### config.mk
export PLATFORM = sky130hd
export DESIGN_NAME = alu_seq
export DESIGN_NICKNAME = d
export VERILOG_FILES = /design/src/rtl/alu_pkg.sv /design/src/rtl/alu_seq_shifter.sv /design/src/rtl/alu_seq.sv
export SDC_FILE = /design/constraint.sdc
export NUM_CORES = 1
export LEC_CHECK = 0
export CAP_MARGIN = 20
export CORE_ASPECT_RATIO = 0.75
export CORE_MARGIN = 10
export CORE_UTILIZATION = 24
export CTS_CLUSTER_SIZE = 24
export DETAILED_ROUTE_END_ITERATION = 8
export GPL_TIMING_DRIVEN = 1
export PLACE_DENSITY = 0.49
export REMOVE_ABC_BUFFERS = 1
export SLEW_MARGIN = 20
export SYNTH_ARGS = -nofsm -noshare
export SYNTH_HDL_FRONTEND = slang
export SYNTH_HIERARCHICAL = 1
export SYNTH_SLANG_ARGS = --single-unit
### constraint.sdc
create_clock -name clk -period 5 [get_ports clk]
set_input_delay 0.75 -clock clk [delete_from_list [all_inputs] [get_ports clk]]
set_output_delay 0.75 -clock clk [all_outputs]
set_load 0.1 [all_outputs]
### src/rtl/alu_pkg.sv
// Shared opcode constants, FSM state encoding and small helpers for the sequential ALU.
package alu_pkg;

    localparam logic [3:0] OP_ROL   = 4'b0000;
    localparam logic [3:0] OP_SLL   = 4'b0001;
    localparam logic [3:0] OP_ROR   = 4'b0010;
    localparam logic [3:0] OP_SRL   = 4'b0011;
    localparam logic [3:0] OP_ADD   = 4'b0100;
    localparam logic [3:0] OP_AND   = 4'b0101;
    localparam logic [3:0] OP_OR    = 4'b0110;
    localparam logic [3:0] OP_XOR   = 4'b0111;
    localparam logic [3:0] OP_BREV  = 4'b1000;
    localparam logic [3:0] OP_PASSB = 4'b1001;
    localparam logic [3:0] OP_MULLO = 4'b1010;
    localparam logic [3:0] OP_MULHI = 4'b1011;

    typedef enum logic [1:0] {
        ST_IDLE = 2'd0,
        ST_MUL  = 2'd1,
        ST_DONE = 2'd2
    } state_t;

    // Low two opcode bits select the shifter function.
    typedef enum logic [1:0] {
        SH_ROL = 2'b00,
        SH_SLL = 2'b01,
        SH_ROR = 2'b10,
        SH_SRL = 2'b11
    } shift_op_t;

    function automatic logic is_mul_op(input logic [3:0] op);
        return (op == OP_MULLO) || (op == OP_MULHI);
    endfunction

endpackage

### src/rtl/alu_seq_shifter.sv
// Combinational rotate/shift unit shared by ROL, SLL, ROR and SRL.
module shifter
    import alu_pkg::*;
#(
    parameter int unsigned WIDTH = 16
) (
    input  logic [WIDTH-1:0]         i_data,
    input  logic [$clog2(WIDTH)-1:0] i_amt,
    input  shift_op_t                i_op,
    output logic [WIDTH-1:0]         o_data
);

    localparam int unsigned DW = 2 * WIDTH;

    logic [DW-1:0] w_dbl;
    logic [DW-1:0] w_left;
    logic [DW-1:0] w_right;

    // Rotates come from shifting a doubled copy of the operand.
    always_comb begin
        w_dbl   = {i_data, i_data};
        w_left  = w_dbl << i_amt;
        w_right = w_dbl >> i_amt;
        case (i_op)
            SH_ROL:  o_data = w_left[DW-1:WIDTH];
            SH_SLL:  o_data = i_data << i_amt;
            SH_ROR:  o_data = w_right[WIDTH-1:0];
            default: o_data = i_data >> i_amt;
        endcase
    end

endmodule

### src/rtl/alu_seq.sv
// Sequential ALU: single-cycle logic/shift/add ops plus a WIDTH-cycle shift-add multiplier,
// with a valid/ready handshake on both sides.
module alu_seq
    import alu_pkg::*;
#(
    parameter int unsigned WIDTH  = 16,
    parameter bit          MUL_EN = 1'b1
) (
    input  logic             clk,
    input  logic             rst,
    input  logic             in_valid,
    output logic             in_ready,
    input  logic [WIDTH-1:0] InA,
    input  logic [WIDTH-1:0] InB,
    input  logic             Cin,
    input  logic [3:0]       Oper,
    input  logic             invA,
    input  logic             invB,
    input  logic             sign,
    output logic             out_valid,
    input  logic             out_ready,
    output logic [WIDTH-1:0] Out,
    output logic             ZF,
    output logic             SF,
    output logic             OF,
    output logic             CF,
    output logic             busy
);

    localparam int unsigned SHW = $clog2(WIDTH);
    localparam int unsigned CW  = SHW + 1;
    localparam int unsigned SW  = WIDTH + 1;
    localparam int unsigned PW  = 2 * WIDTH;

    state_t           r_state;
    logic [PW-1:0]    r_acc;
    logic [WIDTH-1:0] r_mcand;
    logic [CW-1:0]    r_cnt;
    logic             r_neg;
    logic             r_msign;
    logic             r_hi;

    logic [WIDTH-1:0] w_act_a;
    logic [WIDTH-1:0] w_act_b;
    logic [WIDTH-1:0] w_mag_a;
    logic [WIDTH-1:0] w_mag_b;
    logic [WIDTH-1:0] w_shift;
    logic [SW-1:0]    w_sum;
    logic [WIDTH-1:0] w_res;
    logic             w_of;
    logic             w_cf;
    logic             w_is_mul;
    logic             w_accept;
    logic [SW-1:0]    w_step;
    logic [PW-1:0]    w_acc_nxt;
    logic [PW-1:0]    w_prod;
    logic [WIDTH-1:0] w_mul_res;
    logic             w_mul_of;

    assign in_ready = !rst && ((r_state == ST_IDLE) || ((r_state == ST_DONE) && out_ready));
    assign w_accept = in_valid && in_ready;

    shifter #(.WIDTH(WIDTH)) u_shifter (
        .i_data (w_act_a),
        .i_amt  (w_act_b[SHW-1:0]),
        .i_op   (shift_op_t'(Oper[1:0])),
        .o_data (w_shift)
    );

    // Single-cycle result and flags straight from the request inputs.
    always_comb begin
        w_act_a  = invA ? ~InA : InA;
        w_act_b  = invB ? ~InB : InB;
        w_mag_a  = (sign && w_act_a[WIDTH-1]) ? (~w_act_a + WIDTH'(1)) : w_act_a;
        w_mag_b  = (sign && w_act_b[WIDTH-1]) ? (~w_act_b + WIDTH'(1)) : w_act_b;
        w_sum    = {1'b0, w_act_a} + {1'b0, w_act_b} + SW'(Cin);
        w_is_mul = MUL_EN && is_mul_op(Oper);
        w_res    = '0;
        w_of     = 1'b0;
        w_cf     = 1'b0;
        case (Oper)
            OP_ROL, OP_SLL, OP_ROR, OP_SRL: w_res = w_shift;
            OP_ADD: begin
                w_res = w_sum[WIDTH-1:0];
                w_cf  = w_sum[WIDTH];
                w_of  = sign ? ((w_act_a[WIDTH-1] == w_act_b[WIDTH-1]) &&
                                (w_sum[WIDTH-1] != w_act_a[WIDTH-1]))
                             : w_sum[WIDTH];
            end
            OP_AND:   w_res = w_act_a & w_act_b;
            OP_OR:    w_res = w_act_a | w_act_b;
            OP_XOR:   w_res = w_act_a ^ w_act_b;
            OP_BREV: begin
                for (int i = 0; i < int'(WIDTH); i++) begin
                    w_res[i] = w_act_a[WIDTH-1-i];
                end
            end
            OP_PASSB: w_res = w_act_b;
            default:  w_res = '0;
        endcase
    end

    // One shift-add step on {high accumulator, remaining multiplier bits}, plus final sign fix-up.
    always_comb begin
        w_step    = {1'b0, r_acc[PW-1:WIDTH]} + (r_acc[0] ? {1'b0, r_mcand} : SW'(0));
        w_acc_nxt = {w_step, r_acc[WIDTH-1:1]};
        w_prod    = r_neg ? (~w_acc_nxt + PW'(1)) : w_acc_nxt;
        w_mul_res = r_hi ? w_prod[PW-1:WIDTH] : w_prod[WIDTH-1:0];
        w_mul_of  = r_msign ? !((&w_prod[PW-1:WIDTH-1]) || (~|w_prod[PW-1:WIDTH-1]))
                            : (|w_prod[PW-1:WIDTH]);
    end

    always_ff @(posedge clk) begin
        if (rst) begin
            r_state   <= ST_IDLE;
            r_acc     <= '0;
            r_mcand   <= '0;
            r_cnt     <= '0;
            r_neg     <= 1'b0;
            r_msign   <= 1'b0;
            r_hi      <= 1'b0;
            Out       <= '0;
            ZF        <= 1'b0;
            SF        <= 1'b0;
            OF        <= 1'b0;
            CF        <= 1'b0;
            out_valid <= 1'b0;
            busy      <= 1'b0;
        end else begin
            case (r_state)
                ST_IDLE, ST_DONE: begin
                    if (w_accept && w_is_mul) begin
                        r_state   <= ST_MUL;
                        busy      <= 1'b1;
                        out_valid <= 1'b0;
                        r_acc     <= {WIDTH'(0), w_mag_b};
                        r_mcand   <= w_mag_a;
                        r_cnt     <= '0;
                        r_neg     <= sign && (w_act_a[WIDTH-1] ^ w_act_b[WIDTH-1]);
                        r_msign   <= sign;
                        r_hi      <= (Oper == OP_MULHI);
                    end else if (w_accept) begin
                        r_state   <= ST_DONE;
                        out_valid <= 1'b1;
                        Out       <= w_res;
                        ZF        <= (w_res == '0);
                        SF        <= w_res[WIDTH-1];
                        OF        <= w_of;
                        CF        <= w_cf;
                    end else if (out_ready) begin
                        r_state   <= ST_IDLE;
                        out_valid <= 1'b0;
                    end
                end
                ST_MUL: begin
                    r_acc <= w_acc_nxt;
                    r_cnt <= r_cnt + CW'(1);
                    if (r_cnt == CW'(WIDTH - 1)) begin
                        r_state   <= ST_DONE;
                        busy      <= 1'b0;
                        out_valid <= 1'b1;
                        Out       <= w_mul_res;
                        ZF        <= (w_mul_res == '0);
                        SF        <= w_mul_res[WIDTH-1];
                        OF        <= w_mul_of;
                        CF        <= 1'b0;
                    end
                end
                default: r_state <= ST_IDLE;
            endcase
        end
    end

endmodule

==> summary.txt <==
Outcome
  • Status: completed

Clock network
  • CTS Sinks: roughly 80
  • CTS clk-pin slew, worst paths: 0.06 ns
  • CTS Buf Count: 9
  • Root Driver: clkbuf_16
  • CTS max path bufs: 2
  • Clock insertion delay at the later pin of the skew report: around 0.37 ns
  • H-tree levels: 3
  • CTS tree: yes

Yosys
  • Number of flops mapped to enable cells by yosys: 0
  • Async set or reset register ratio after synthesis: 0%
  • Commonest cells post-synth: nand2_1, a21oi_1, nor2_1, dfxtp_1, clkbuf_1
  • Yosys Warn Count: 6
  • Count leader, synth: nand2_1
  • Post-synth top area share: roughly 16%
  • Ys flop type: dfxtp_1
  • Yosys top cell by area: dfxtp_1
  • Synth area leaders: dfxtp_1, ha_1, a21oi_1
  • Post-synthesis sequential area ratio: 15.5%
  • Unique cell type count in the Yosys netlist: between 90 and 100
  • Syn avg cell area: between 7 and 8 um2
  • Cells after Synth: between 1000 and 1500
  • Synthesized cell area: about 0.010 mm2
  • Number of synthesized register bits: just under 80

GRT
  • Total track usage: approximately 17%
  • First-pass GRT wire length: ~67000 um
  • Grt ovf: 0
  • Antenna violations before repair: 1
  • Vias in the first global route: between 10000 and 15000
  • Largest net degree at the start of global routing: slightly below 50

Setup path
  • Crit path cell chain: clkdlybuf4s50_1, xor2_4, buf_4, mux2_2, o22ai_1, buf_4, o31ai_1, o32a_1, a221oi_1, o21ai_0, a211oi_1, nand4_1, nor4_2, a31o_2, a21o_1
  • Critical Path RT: approximately 5.3 ns
  • R2R cell count: 13
  • Setup crit end kind: flip-flop
  • CP top delay family: compound AO/OA/AOI/OAI gates
  • Crit Path Class: in -> reg
  • Critical path's largest stage delay: between 0.5 and 0.6 ns
  • Slowest stage cell, crit path: clkdlybuf4s50_1
  • Crit-path max FO: 19
  • CP arrival: about 5.0 ns
  • Setup crit start kind: primary input
  • Crit path top cell by count: buf_4
  • Crit path depth: 15
  • Crit path buf inv count: 3

Drt
  • Wire per inst: between 20 and 25 um
  • Number of DRC markers in iteration 0: ~1200
  • Top routing layer in use: met5
  • Routed via count: ~11000
  • 1st-pass router iterations: 5
  • Total wire length: 44700 um
  • M1 wire length: around 23000 um
  • Vias per cell: between 5 and 6
  • Met2 routed WL: between 15000 and 20000 um
  • Wire length on met3: between 4000 and 5000 um
  • # DRC: 0
  • Remaining antenna violation count after routing: 0

Power
  • Lkg Pwr: 0.00483 uW
  • Worst ir drop on vdd: about 120 uV
  • PD cells: ~230 mW/mm2
  • Total power: 2830 uW

Place
  • Final HPWL DP: between 30000 and 40000 um
  • Placed Cells incl. Taps: between 2000 and 2500
  • Placement Setup Slack: -0.173 ns
  • Final GP Congestion: slightly below 1
  • Number of port buffers: between 60 and 70

STA
  • Slew margin rel.: 29.7%
  • Final setup vio count: 0
  • Pins Over Slew Limit: 0
  • Clock Skew: roughly 0.013 ns
  • Crit share post-route: 94.1%
  • Post-Route Setup TNS: 0 ns
  • RSZ-0062 raised after global routing: no
  • Slew of the pin with the lowest slew margin: a little over 1 ns
  • Fmax: about 210 MHz
  • Setup WS post-layout: around 0.29 ns
  • Hold Violations, Final: 0
  • Tmin final: roughly 4.7 ns

Floorplan
  • Die height: about 200 um
  • Die area: just over 0.05 mm2
  • Site Rows: 65
  • Core area: around 0.042 mm2
  • Initial Util: between 20% and 30%
  • Io pins: 67
  • Die Width: roughly 260 um

Finish
  • Area grow syn2layout: 21.9%
  • Nets: between 1500 and 2000
  • Filler Cell Count: between 4000 and 5000
  • Util after Layout: 29.5%
  • Layout cells sized above 1: between 10% and 20%
  • Non-Filler Instances: about 2000
  • # diodes: 0

Min path
  • Min-Delay Path Class: reg -> reg
  • Hold path depth: 2

Run
  • MaxCap Viol Count: 0
## what timing repair did
action                     4_1_cts  5_1_grt
hold buffers                     0        0
hold endpoints to repair         0        0
buffers inserted                 0        1
setup endpoints to repair        0        3
gates resized for setup          0        6
## state kept, by name, indices dropped and copies added (netlist names)
signal / cells
r_msign: 1
r_mcand: 16
out_valid: 1
r_acc: 32
r_state: 2
r_neg: 1
r_hi: 1
Out: 16
busy: 1
ZF: 1
CF: 1
r_cnt: 5
OF: 1
## power breakdown
| part | total [uW] | switching, uW | internal, uW |
|---|---|---|---|
| clock network | 786 | 302 | 484 |
| registers | 654 | 11.5 | 643 |
| logic | 1390 | 856 | 535 |
## area by class of cell
type                       instances  area [um2]  area share, %
clock buffer                       9         225           1.82
clock inverter                     6         110          0.888
inverter                          53         199           1.60
multi-input combinational       1142        8040           64.8
sequential                        79        1580           12.8
tap                              569         712           5.74
timing repair buffer             176        1530           12.4
## layer usage
metal  vias to the layer above  track usage [%]
met2                       519             21.6
met4                         2             3.28
met5                         -                0
met1                      5386             26.2
met3                        43             5.38
li1                       5297                -
## cell usage in the layout (no fill, tap or decap), types with 19 or more instances in the layout
master / count
a211oi_1: 31
a21oi_1: 116
a221oi_1: 19
a22oi_1: 22
a31oi_1: 22
and2_1: 22
buf_4: 105
clkdlybuf4s50_1: 63
dfxtp_1: 79
ha_1: 53
inv_1: 49
mux2_2: 25
mux2i_1: 34
nand2_1: 142
nand2b_1: 21
nand3_1: 44
nor2_1: 111
nor3_1: 31
o21ai_0: 60
o22ai_1: 26
xnor2_1: 53
xor2_1: 35
## logic make-up (layout without fill, tap and decap cells)
logic type,Yosys count,in the layout,synth area share [%]
muxes,75,75,9.77
and+or+nand+nor,479,479,23.7
DFF,79,79,15.5
AOI/OAI and AO/OA,439,439,29.3
adders and majority gates,56,56,7.11
buffers and inverters,148,244,6.54
xor gates and xnor gates,93,93,8.08
## path summary, 6_finish.rpt
check	slack (ns)	start	endpoint
worst min-delay path	0.45	r_mcand[2]	r_mcand[2]
worst max register to register	0.62	r_acc[0]	ZF
worst min register to register	0.45	r_mcand[2]	r_mcand[2]
worst max-delay path	0.29	InB[2]	ZF
## per-stage QoR
| step | cell area [um2] | hold WS, ns |
|---|---|---|
| after floorplan | 9710 | 0.421 |
| after global placement | 12000 | 0.439 |
| after detailed placement | 12000 | 0.442 |
| after CTS | 12400 | 0.451 |
| after global routing | 12400 | 0.465 |
| final | 12400 | 0.447 |
## worst register-to-register path, cell delays in order, from the launching register on
cell,delay (ns)
dfxtp_1,0.32
buf_4,0.19
and2_1,0.18
fa_1,0.46
a211o_1,0.35
a2111oi_0,0.61
nor3_2,0.17
o211a_1,0.22
a31oi_1,0.19
xor2_1,0.17
mux2_2,0.32
or4_1,0.60
nor4_1,0.39
a21o_1,0.16
Power figures use the tool's default switching activity.
